### config.mk
export PLATFORM = sky130hd
export DESIGN_NAME = multicycle_control
export DESIGN_NICKNAME = d
export VERILOG_FILES = /design/src/rtl/ctrl_pkg.sv /design/src/rtl/mem_watchdog.sv /design/src/rtl/multicycle_control.sv
export SDC_FILE = /design/constraint.sdc
export NUM_CORES = 1
export LEC_CHECK = 0
export ABC_AREA = 1
export BUFFER_PORTS_ARGS = -buffer_cell sky130_fd_sc_hd__buf_2
export CAP_MARGIN = 10
export CORE_ASPECT_RATIO = 1.1
export CORE_UTILIZATION = 54
export CTS_CLUSTER_SIZE = 20
export DETAILED_ROUTE_END_ITERATION = 12
export PLACE_DENSITY_LB_ADDON = 0.25
export SYNTH_ARGS = -nofsm -noshare
export SYNTH_HDL_FRONTEND = slang
export SYNTH_SLANG_ARGS = --single-unit
### constraint.sdc
create_clock -name clk -period 3.54 [get_ports clk]
set_input_delay 0.177 -clock clk [delete_from_list [all_inputs] [get_ports clk]]
set_output_delay 0.177 -clock clk [all_outputs]
set_load 0.02 [all_outputs]
### src/rtl/ctrl_pkg.sv
// Shared types, opcode values and datapath encodings for the multi-cycle control FSM.
// Defining CTRL_JUMP_EN makes JAL/JALR/LUI decode as legal classes instead of ILL.
package ctrl_pkg;

    typedef enum logic [2:0] {
        S_RESET,
        S_FETCH,
        S_DECODE,
        S_EXEC,
        S_MEM,
        S_WB,
        S_TRAP
    } state_t;

    typedef enum logic [3:0] {
        C_R,
        C_IALU,
        C_LOAD,
        C_STORE,
        C_BR,
        C_JAL,
        C_JALR,
        C_LUI,
        C_ILL
    } op_class_t;

    localparam logic [6:0] OP_R     = 7'b0110011;
    localparam logic [6:0] OP_IALU  = 7'b0010011;
    localparam logic [6:0] OP_LOAD  = 7'b0000011;
    localparam logic [6:0] OP_STORE = 7'b0100011;
    localparam logic [6:0] OP_BR    = 7'b1100011;
    localparam logic [6:0] OP_JAL   = 7'b1101111;
    localparam logic [6:0] OP_JALR  = 7'b1100111;
    localparam logic [6:0] OP_LUI   = 7'b0110111;

    localparam logic [1:0] SRC_A_PC   = 2'd0;
    localparam logic [1:0] SRC_A_RS1  = 2'd1;
    localparam logic [1:0] SRC_A_ZERO = 2'd2;

    localparam logic [1:0] SRC_B_RS2  = 2'd0;
    localparam logic [1:0] SRC_B_FOUR = 2'd1;
    localparam logic [1:0] SRC_B_IMM  = 2'd2;

    localparam logic [1:0] ALU_ADD   = 2'b00;
    localparam logic [1:0] ALU_SUB   = 2'b01;
    localparam logic [1:0] ALU_RTYPE = 2'b10;
    localparam logic [1:0] ALU_ITYPE = 2'b11;

    localparam logic [1:0] ERR_NONE    = 2'b00;
    localparam logic [1:0] ERR_ILL     = 2'b01;
    localparam logic [1:0] ERR_TIMEOUT = 2'b10;

`ifdef CTRL_JUMP_EN
    localparam bit JUMP_EN = 1'b1;
`else
    localparam bit JUMP_EN = 1'b0;
`endif

    // With jumps disabled the jump classes never leave decode, so jump/link stay constant 0.
    function automatic op_class_t decode_class(input logic [6:0] op);
        op_class_t c;
        case (op)
            OP_R:     c = C_R;
            OP_IALU:  c = C_IALU;
            OP_LOAD:  c = C_LOAD;
            OP_STORE: c = C_STORE;
            OP_BR:    c = C_BR;
            OP_JAL:   c = JUMP_EN ? C_JAL  : C_ILL;
            OP_JALR:  c = JUMP_EN ? C_JALR : C_ILL;
            OP_LUI:   c = JUMP_EN ? C_LUI  : C_ILL;
            default:  c = C_ILL;
        endcase
        return c;
    endfunction

endpackage

### src/rtl/mem_watchdog.sv
// Memory-wait watchdog shared by FETCH and MEM: counts waiting cycles since the
// last clear and flags once TIMEOUT waiting cycles have elapsed.
module mem_watchdog #(
    parameter int TIMEOUT = 15
) (
    input  logic clk,
    input  logic rst_n,
    input  logic clear,
    input  logic wait_cycle,
    output logic timeout
);

    localparam int CW = $clog2(TIMEOUT + 1);
    localparam logic [CW-1:0] LIMIT = CW'(TIMEOUT);

    logic [CW-1:0] count;

    // Saturates at the limit so a stalled access can never wrap back below it.
    always_ff @(posedge clk or negedge rst_n) begin
        if (!rst_n) begin
            count <= '0;
        end else if (clear) begin
            count <= '0;
        end else if (wait_cycle && count != LIMIT) begin
            count <= count + 1'b1;
        end
    end

    assign timeout = (count == LIMIT);

endmodule

### src/rtl/multicycle_control.sv
// Multi-cycle control FSM: sequences fetch/decode/execute/memory/write-back with a
// mem_req/mem_ready handshake, watchdog and sticky error. CTRL_JUMP_EN adds JAL/JALR/LUI.
module multicycle_control
    import ctrl_pkg::*;
#(
    parameter int ALUOP_W = 2,
    parameter int TIMEOUT = 15
) (
    input  logic               clk,
    input  logic               rst_n,
    input  logic [6:0]         opcode,
    input  logic               mem_ready,
    output logic               mem_req,
    output logic               mem_we,
    output logic               i_or_d,
    output logic               ir_write,
    output logic               pc_write,
    output logic               branch,
    output logic [1:0]         alu_src_a,
    output logic [1:0]         alu_src_b,
    output logic [ALUOP_W-1:0] alu_op,
    output logic               reg_write,
    output logic               mem_to_reg,
    output logic               jump,
    output logic               link,
    output logic [1:0]         err
);

    state_t    state, next_state;
    op_class_t cls, dec_cls;
    logic [1:0] err_q, trap_code;
    logic [1:0] op2;
    logic       wd_clear, wd_wait, wd_timeout;

    assign dec_cls = decode_class(opcode);

    always_ff @(posedge clk or negedge rst_n) begin
        if (!rst_n) begin
            state <= S_RESET;
            cls   <= C_ILL;
            err_q <= ERR_NONE;
        end else begin
            state <= next_state;
            if (state == S_DECODE) begin
                cls <= dec_cls;
            end
            if (next_state == S_TRAP && state != S_TRAP) begin
                err_q <= trap_code;
            end
        end
    end

    // The watchdog restarts whenever a fresh memory access phase begins.
    assign wd_clear = (next_state != state) && (next_state == S_FETCH || next_state == S_MEM);

    mem_watchdog #(
        .TIMEOUT(TIMEOUT)
    ) u_watchdog (
        .clk       (clk),
        .rst_n     (rst_n),
        .clear     (wd_clear),
        .wait_cycle(wd_wait),
        .timeout   (wd_timeout)
    );

    always_comb begin
        next_state = state;
        mem_req    = 1'b0;
        mem_we     = 1'b0;
        i_or_d     = 1'b0;
        ir_write   = 1'b0;
        pc_write   = 1'b0;
        branch     = 1'b0;
        alu_src_a  = SRC_A_PC;
        alu_src_b  = SRC_B_RS2;
        op2        = ALU_ADD;
        reg_write  = 1'b0;
        mem_to_reg = 1'b0;
        jump       = 1'b0;
        link       = 1'b0;
        wd_wait    = 1'b0;
        trap_code  = ERR_NONE;
        case (state)
            S_RESET: next_state = S_FETCH;
            S_FETCH: begin
                mem_req = 1'b1;
                if (mem_ready) begin
                    ir_write   = 1'b1;
                    pc_write   = 1'b1;
                    alu_src_b  = SRC_B_FOUR;
                    next_state = S_DECODE;
                end else if (wd_timeout) begin
                    next_state = S_TRAP;
                    trap_code  = ERR_TIMEOUT;
                end else begin
                    wd_wait = 1'b1;
                end
            end
            S_DECODE: begin
                alu_src_b = SRC_B_IMM;
                if (dec_cls == C_ILL) begin
                    next_state = S_TRAP;
                    trap_code  = ERR_ILL;
                end else begin
                    next_state = S_EXEC;
                end
            end
            S_EXEC: begin
                alu_src_a  = SRC_A_RS1;
                alu_src_b  = SRC_B_IMM;
                next_state = S_WB;
                case (cls)
                    C_R: begin
                        alu_src_b = SRC_B_RS2;
                        op2       = ALU_RTYPE;
                    end
                    C_IALU: op2 = ALU_ITYPE;
                    C_LOAD, C_STORE: next_state = S_MEM;
                    C_BR: begin
                        alu_src_b  = SRC_B_RS2;
                        op2        = ALU_SUB;
                        branch     = 1'b1;
                        next_state = S_FETCH;
                    end
                    C_JAL: begin
                        alu_src_a = SRC_A_PC;
                        jump      = 1'b1;
                        pc_write  = 1'b1;
                    end
                    C_JALR: begin
                        jump     = 1'b1;
                        pc_write = 1'b1;
                    end
                    C_LUI: alu_src_a = SRC_A_ZERO;
                    default: begin
                        next_state = S_TRAP;
                        trap_code  = ERR_ILL;
                    end
                endcase
            end
            S_MEM: begin
                mem_req = 1'b1;
                i_or_d  = 1'b1;
                mem_we  = (cls == C_STORE);
                if (mem_ready) begin
                    next_state = (cls == C_LOAD) ? S_WB : S_FETCH;
                end else if (wd_timeout) begin
                    next_state = S_TRAP;
                    trap_code  = ERR_TIMEOUT;
                end else begin
                    wd_wait = 1'b1;
                end
            end
            S_WB: begin
                reg_write  = 1'b1;
                mem_to_reg = (cls == C_LOAD);
                link       = (cls == C_JAL) || (cls == C_JALR);
                next_state = S_FETCH;
            end
            S_TRAP: next_state = S_TRAP;
            default: next_state = S_RESET;
        endcase
    end

    assign alu_op = ALUOP_W'(op2);
    assign err    = err_q;

endmodule

### Yosys cells after proc, flatten, opt, wreduce, memory -nomap -nowiden

Index checks and enable logic that the tools add are counted.
Widths: inputs -> output; s select.

| storage, ports and cells | value |
|---|---|
| register bits | 13 |
| input port bits | 10 |
| output and inout bits | 18 |
| logic and storage cells | 84 |

| cells by class | value |
|---|---|
| add/sub/neg operators | 1 |
| eq/ne operators | 26 |
| multiplexer cells | 38 |
| reductions and logical operators | 15 |

Operators with widths:

| kind | number |
|---|---|
| $pmux 4 s5 | 1 |
| $mux 1 | 18 |
| $pmux 2 s3 | 3 |
| $pmux 3 s6 | 1 |
| $eq 4x3->1 const B | 4 |
| $eq 3x3->1 const B | 5 |
| $mux 3 | 5 |
| $eq 7x6->1 const B | 2 |
| $mux 2 | 5 |
| $reduce_or 2->1 | 5 |
| $pmux 3 s3 | 1 |
| $eq 4x2->1 const B | 2 |
| $eq 4x4->1 const B | 2 |
| $mux 4 | 2 |
| $reduce_or 8->1 | 1 |
| $eq 7x2->1 const B | 1 |
| $eq 7x5->1 const B | 1 |
| $eq 7x7->1 const B | 1 |
| $eq 3x1->1 const B | 2 |
| $eq 3x2->1 const B | 2 |
| $reduce_or 5->1 | 1 |
| $add 4x1->4 const B | 1 |
| $eq 4x1->1 const B | 1 |
| $logic_not 4->1 | 1 |
| other kinds (9) | 12 |

### Longest topological paths before layout

Gate-level depths: netlist of run 1.

| depth | value |
|---|---|
| depth after elaboration | 9 |
| gate-level depth with buffers | 11 |
| depth with buffers taken out | 11 |

### Hierarchy

A second synthesis of run 1 with hierarchy kept.

| second synthesis, totals | value |
|---|---|
| cells, all modules | 153 |
| area total of the unflattened synthesis | 964.7 µm² |

Modules (own cells, without submodules):

| module | times used | cells each | area each (µm²) | seq. area each (µm²) |
|---|---|---|---|---|
| multicycle_control | 1 | 124 | 739.5 | 226.5 |
| mem_watchdog | 1 | 29 | 225.2 | 100.1 |

### Worst setup path before layout of run 1

No wires, ideal clock.

| timing path | value |
|---|---|
| kind | register to output |
| start | register state[2] |
| end | output alu_op[0] |
| arrival time | 1.696 ns |
| data required time | 3.363 ns |
| slack | 1.667 ns |
| stages on the path, launching flop included | 8 |
| buffers on the path | 0 |
| path through | dfrtp_1 -> inv_2 -> nand2_2 -> nor2_2 -> inv_1 -> nor3_1 -> nand2_1 -> o21ai_0 |

| on the way | value |
|---|---|
| word-level cells in the longest chain between the ends | 2 |

RTL lines:

| element | RTL line | text |
|---|---|---|
| start, declared | multicycle_control.sv:29 | `state_t state, next_state;` |
| start signal, assigned | multicycle_control.sv:43 | `state <= next_state;` |
| $eq 3x2->1 | multicycle_control.sv:83 | `case (state)` |
| $mux 2 | multicycle_control.sv:83 |  |
| end, declared | multicycle_control.sv:21 | `output logic [ALUOP_W-1:0] alu_op,` |

No other way between the ends.

### Worst setup path after layout of run 1

Same ends and word-level chain as after synthesis.

==> results.tsv, run 1 <==
stage	metric	value	unit
synthesis	register area share after synthesis	35.2	%
cts	clock slew at reported path FFs	0.08	ns
worst_setup_path	crit path max fanout	7	
synthesis	Synth Area in Compound Gates	8.77	%
global_route	antenna violations before repair	0	
synthesis	area share of the largest cell type after synthesis	32.4	%
power	Leakage	0.000653	uW
layout	Util after Layout	69.7	%
power	Int Power	370	uW
timing	Slew Viols, Final	0	
power	Pwr Density	688	nW/um^2
drt	final antenna-violating net count	0	
drt	DRC violations left	0	
worst_setup_path	Worst setup EP type	primary output	
run_status	outcome	complete, no violations	
placed_design	Placement Setup Slack	1.90	ns
synthesis	Avg Cell Area, Syn	6.62	sq um
hold_path	HP Class	primary input to register	
worst_setup_path	CP startpoint kind	register	
placed_design	Port Buffer Count	27	
synthesis	Unique masters post-synth	24	
worst_setup_path	CP max stage delay	0.43	ns
synthesis	post-synthesis mux area share	0	%
timing	measured slew at the worst slew-check pin	0.310	ns
placed_design	Placed Area	1080	sq um
synthesis	main combinational cell family by area after synthesis	simple AND/OR/NAND/NOR gates	
placed_design	HPWL after DPL	1610	um
global_route	Congestion Overflow GR	0	
power	Reg power frac	29.9	%
worst_setup_path	WP data required	3.36	ns
die	Die Y	45.5	um
drt	first-iteration detailed-routing DRC count	22	
layout	Area Growth Syn to Fin	20.0	%
worst_setup_path	slowest stage cell, crit path	dfrtp_1	
timing	slew margin rel.	79.2	%
layout	ratio of cells with drive above 1 in the final layout	26.9	%
drt	routed wire length per instance	10.6	um
power	Comb pwr share	58.6	%
placed_design	GP Congestion	0.873	
layout	ANT cells	0	
timing	Hold Fails Final Rpt	0	
synthesis	Synth Area in XOR/XNOR	2.83	%
timing	Finish-stage setup viols	0	
global_route	first-pass GRT wire length	3370	um
power	Sw Ratio	51.7	%
synthesis	Synth Area in Simple Gates	40.9	%
run	Max-Cap Viols	0	
cts	clk sinks	13	
die	initial core utilization	58.1	%
die	io pins	28	
power	clock network power share	11.5	%
power	VDD IR max	0.430	mV
die	Die Footprint	1890	sq um
synthesis	Synth async-reset ratio	100	%
global_route	vias in the first global route	909	
die	row cnt	15	
global_route	gr usage total	23.5	%
synthesis	post-synthesis cell area	927	sq um
timing	Max Clk Rate	0.531	GHz
power	Sw Pwr	396	uW
drt	Vias	991	
synthesis	Post-synth EDFFs	0	
synthesis	Yosys top cell by area	dfrtp_1	
timing	Tmin final	1.88	ns
timing	Final WS setup	1.66	ns
timing	crit share post-route	53.2	%
die	chip width	41.5	um
synthesis	Synth Register Bits	13	
synthesis	Post-synth top flop	dfrtp_1	
worst_setup_path	Critical Path AT	1.71	ns
cts	postcts setup bufs	0	
synthesis	Adder-Cell Fraction of Synth Area	1.35	%
cts	Clock Path Buffers	2	
worst_setup_path	CP Cell Sequence	inv_2 -> nand2_2 -> nor2_2 -> inv_1 -> nor3_1 -> nand2_1 -> o21ai_0 -> buf_2	
synthesis	top post-synthesis cells by area	dfrtp_1 (32%), nand2_1 (13%), nor2_1 (9.3%)	
timing	Post-Route Skew	0.00607	ns
cts	CTS buffer count	3	
cts	H-Tree Depth	1	
timing	setup repair after global routing missed its margin	false	
drt	Detailed Route WL	1990	um
worst_setup_path	CP delay by family, top	simple AND/OR/NAND/NOR gates	
synthesis	syn_nets	151	
die	Core Footprint	1600	sq um
worst_setup_path	WS Path Type	register to primary output	
power	power after layout	766	uW
cts	# hold bufs at CTS	1	
synthesis	Yosys warnings	0	
timing	final setup TNS	0	ns
cts	CTS tree	built	
layout	Layout fillers	140	
drt	Via density	5.27	
synthesis	Synth Instances	140	
global_route	largest net degree at the start of global routing	14	
layout	post-route cell area	1110	sq um
cts	post-cts resize count	0	
drt	Pre-Repair DR Iteration Count	4	
worst_setup_path	buffers and inverters on the worst path	3	
cts	worst-skew pair later-pin latency	0.27	ns
layout	nets	183	
cts	CTS root buffer	clkbuf_4	
## sequential cells by signal (all words and copies together), names as in the netlist
name              cells
cls                   4
err                   2
state                 3
u_watchdog.count      4
## cells in the mapped netlist (2+ instances only)
cell type,count
nand2_1,32
inv_2,3
inv_1,22
xor2_1,2
nor3_1,4
nand4_1,2
nor2_2,2
nand2_2,5
o21ai_0,5
a21oi_1,4
nand3_2,3
nor2_1,23
nand3_1,11
dfrtp_1,12
## worst register-to-register path, delay by kind of cell, from the launching register on
family           cells  cell delay (ns)
and+or+nand+nor     10             1.09
DFF                  1             0.44
## layer usage
layer / global-route usage, % / up-vias / share of wire [%]
met5: 0 / - / 0
met4: 16.1 / 0 / 0.50
met3: 4.37 / 2 / 3.9
met2: 42.2 / 27 / 53
met1: 25.4 / 457 / 42
li1: - / 505 / -
## kinds of logic after synthesis
group / Yosys count
adders and majority gates: 1
DFF: 13
and+or+nand+nor: 83
xor gates and xnor gates: 3
buffers and inverters: 26
AOI/OAI and AO/OA: 14
## placed cells by master, fill, tap and decap left out, types with 2 or more instances in the layout
cell and n:
nand2_1 32, buf_2 27, nor2_1 23, inv_1 22, dfrtp_1 12, nand3_1 11, nand2_2 5, o21ai_0 5
a21oi_1 4, nor3_1 4, inv_2 3, nand3_2 3, clkbuf_4 3, nor2_2 2, nand4_1 2, xor2_1 2
## power groups by stage
| stage | logic (uW) | clock network (uW) | registers, uW |
|---|---|---|---|
| 2_1_floorplan | 349 | 0 | 224 |
| 3_3_place_gp | 434 | 0 | 230 |
| 3_5_place_dp | 447 | 0 | 231 |
| 4_1_cts | 450 | 90.2 | 228 |
| 5_1_grt | 504 | 96.5 | 233 |
| 6_report | 448 | 88.3 | 229 |
## through the flow
stage,instances,hold slack (ns)
after global routing,188,0.108
after global placement,183,0.0757
after detailed placement,183,0.0744
after floorplan,140,-0.119
final,188,0.0951
after CTS,188,0.0949
## cell type report
type	instances	area, sq um	area share (%)
multi-input cells	101	499	44.9
flip-flops and latches	13	327	29.4
repair buffers	28	145	13.0
inverters	25	93.8	8.44
clock buffers	4	26.3	2.36
well taps	17	21.3	1.91
## worst paths after layout
| check | cells past startpoint | start | slack (ns) | end |
|---|---|---|---|---|
| worst min register to register | 1 | err[1]$_DFFE_PN0P_ | 0.48 | err[1]$_DFFE_PN0P_ |
| worst max-delay path | 8 | state[2]$_DFF_PN0_ | 1.66 | alu_op[0] |
| worst max register to register | 10 | cls[1]$_DFFE_PN0P_ | 1.89 | u_watchdog.count[3]$_DFFE_PN0P_ |
| worst min-delay path | 2 | opcode[4] | 0.1 | cls[1]$_DFFE_PN0P_ |
| min in group asynchronous | 2 | rst_n | 0.32 | u_watchdog.count[0]$_DFFE_PN0P_ |
| max in group asynchronous | 2 | rst_n | 2.95 | cls[3]$_DFFE_PN1P_ |
No activity file was read; power rests on OpenSTA's default activity.
==> run 2, diff against run 1 <==
--- a/config.mk
+++ b/config.mk
@@ -9,7 +9,7 @@
 export BUFFER_PORTS_ARGS = -buffer_cell sky130_fd_sc_hd__buf_2
 export CAP_MARGIN = 10
 export CORE_ASPECT_RATIO = 1.1
-export CORE_UTILIZATION = 54
+export CORE_UTILIZATION = 45
 export CTS_CLUSTER_SIZE = 20
 export DETAILED_ROUTE_END_ITERATION = 12
 export PLACE_DENSITY_LB_ADDON = 0.25
==> constraint.sdc (replaced) <==
create_clock -name clk -period 1.5 [get_ports clk]
set_input_delay 0.075 -clock clk [delete_from_list [all_inputs] [get_ports clk]]
set_output_delay 0.075 -clock clk [all_outputs]
set_load 0.02 [all_outputs]
==> run 2 against run 1 <==
Effect of this change:
- the flow now finishes with violations (setup timing)
- wire length rose by 29%
- clock power rose to 2.5 times the previous value
- global-route usage fell by 0.10 points
- non-clock buffer count rose by 22
- worst hold slack got worse by 0.018 ns
- sequential power rose by 140%
- via count rose by 11%
- setup slack got worse by 1.7 ns
- largest power group unchanged
==> results.tsv, run 2 (synthesis gave the netlist of run 1 again) <==
stage	metric	value	unit
worst_setup_path	Worst Setup SP	state[2]$_DFF_PN0_	
placed_design	GP Congestion	0.883	
layout	ANT cells	0	
worst_setup_path	Worst R2R Start	cls[3]$_DFFE_PN1P_	
worst_setup_path	CP max stage delay	0.41	ns
global_route	met1 GRT Util	31.8	%
worst_setup_path	buffers and inverters on the worst path	3	
global_route	met3 usage	1.10	%
power	VDD IR max	0.933	mV
global_route	Congestion Overflow GR	0	
timing	measured slew at the worst slew-check pin	0.316	ns
layout	nets	205	
timing	slew margin rel.	78.8	%
timing	Hold Fails Final Rpt	0	
placed_design	HPWL after DPL	1740	um
worst_setup_path	CP delay by family, top	flip-flops	
drt	Vias	1100	
worst_setup_path	WS Path Type	register to primary output	
cts	CTS tree	built	
layout	Area Growth Syn to Fin	53.7	%
worst_setup_path	slowest stage cell, crit path	dfrtp_1	
global_route	gr usage total	23.4	%
worst_setup_path	Worst path depth	8	
timing	Slew Viols, Final	0	
run_status	failing checks	setup timing	
cts	clock slew at reported path FFs	0.08	ns
drt	Via density	5.00	
worst_setup_path	crit path max fanout	6	
global_route	antenna violations before repair	0	
timing	Tmin final	1.56	ns
die	Core Footprint	1860	sq um
worst_setup_path	reg-to-reg endpoint	u_watchdog.count[2]$_DFFE_PN0P_	
cts	CTS root buffer	clkbuf_4	
timing	Post-Route Skew	0.00683	ns
drt	routed wire length per instance	11.7	um
die	row cnt	16	
timing	setup repair after global routing missed its margin	true	
worst_setup_path	CP startpoint kind	register	
die	initial core utilization	49.8	%
worst_setup_path	Critical Path AT	1.49	ns
layout	Top Registers	cls (4), u_watchdog.count (4), state (3)	
placed_design	Placed Area	1190	sq um
layout	most common cell after layout, fill and taps aside	buf_4	
hold_path	HP Class	primary input to register	
drt	first-iteration detailed-routing DRC count	25	
cts	CTS buffer count	3	
drt	final antenna-violating net count	0	
worst_setup_path	CP Cell Sequence	inv_2 -> nand2_2 -> nor2_4 -> inv_4 -> nor3_4 -> nand2_1 -> o21ai_1 -> buf_4	
layout	most frequent cells in the layout	buf_4 (25), nand2_1 (24), buf_2 (21)	
global_route	M2 GR Usage	37.4	%
worst_setup_path	internal reg-to-reg setup slack	0	ns
timing	Max Clk Rate	0.640	GHz
run_status	outcome	complete, but fails checks	
die	chip width	45.3	um
layout	Post-Layout Cell Count	220	
timing	Finish-stage setup viols	2	
drt	Pre-Repair DR Iteration Count	4	
cts	H-Tree Depth	1	
power	Pwr Density	1660	nW/um^2
cts	Clock Path Buffers	2	
timing	Final WS setup	-0.0622	ns
timing	crit share post-route	104	%
worst_setup_path	Worst setup EP type	primary output	
die	io pins	28	
run	Max-Cap Viols	0	
placed_design	Port Buffer Count	27	
drt	DRC violations left	0	
die	Die Footprint	2250	sq um
worst_setup_path	WP data required	1.42	ns
cts	worst-skew pair later-pin latency	0.28	ns
placed_design	placed cells	205	
layout	post-route cell area	1430	sq um
cts	clk sinks	13	
global_route	vias in the first global route	931	
power	Leakage	0.000776	uW
die	Die Y	49.6	um
drt	Detailed Route WL	2570	um
global_route	busiest grt layer	met2	
worst_setup_path	worst-case reg-to-reg path depth	9	
layout	ratio of cells with drive above 1 in the final layout	47.7	%
global_route	largest net degree at the start of global routing	14	
worst_setup_path	crit path capture	alu_op[0]	
global_route	first-pass GRT wire length	3860	um
==> run 2: changes by cell type in the layout (fill, tap and decap cells not counted), sizes merged <==
cell,change
buf,+21
dlygate4sd3,+1
==> run 2: power breakdown <==
group / total, uW / switching [uW] / internal [uW] / leakage [uW]
combinational: 1610 / 963 / 645 / 0.000597
sequential: 543 / 102 / 440 / 0.000164
clock: 221 / 118 / 103 / 0.0000150
==> run 2: stage by stage <==
| stage | hold slack, ns | total power, uW | setup slack, ns | utilization, % | TNS [ns] |
|---|---|---|---|---|---|
| floorplan | -0.221 | 1360 | 0.0189 | - | 0 |
| global placement | -0.0321 | 1720 | -0.0256 | 63.9 | -0.0915 |
| detailed placement | -0.0285 | 1730 | -0.0218 | 63.9 | -0.0737 |
| CTS | 0.0690 | 2110 | -0.0725 | 69.3 | -0.241 |
| global route | 0.105 | 2560 | -0.156 | 76.5 | -1.12 |
| finish | 0.0766 | 2370 | -0.0622 | 76.5 | -0.121 |
==> run 2: routing by layer <==
| layer | part of all wire [%] | wire length [um] | up-vias |
|---|---|---|---|
| met5 | 0 | 0 | - |
| met4 | 2.2 | 56 | 0 |
| met3 | 3.8 | 99 | 8 |
| met2 | 50 | 1280 | 35 |
| met1 | 44 | 1130 | 511 |
| li1 | - | - | 546 |
==> run 2: cell type report <==
class                           instances  area (sq um)
Multi-Input combinational cell        101           602
Fill cell                             140           437
Timing Repair Buffer                   50           335
Inverter                               25          98.8
Sequential cell                        13           329
Clock buffer                            4          26.3
Tap cell                               27          33.8
==> run 2: how the worst min path moves through the flow <==
stage | start | end | slack [ns] | cells past startpoint
floorplan | rst_n | cls[0]$_DFFE_PN0P_ | -0.22 | 0
global placement | rst_n | cls[1]$_DFFE_PN0P_ | -0.03 | 1
detailed placement | rst_n | cls[1]$_DFFE_PN0P_ | -0.03 | 1
CTS | opcode[6] | cls[2]$_DFFE_PN0P_ | 0.07 | 3
global route | opcode[6] | cls[2]$_DFFE_PN0P_ | 0.10 | 3
finish | opcode[6] | cls[2]$_DFFE_PN0P_ | 0.08 | 3
==> run 2: what timing repair did <==
item	CTS	global route
gates resized for setup	9	34
setup endpoints to repair	12	17
hold buffers	2	0
buffers inserted	4	5
pin swaps	2	11
endpoints found under the hold margin	14	0
==> run 2: tightest hold or removal path, cell delays in order <==
cell	delay, ns
buf_2	0.09
nand4_1	0.08
o21ai_0	0.07
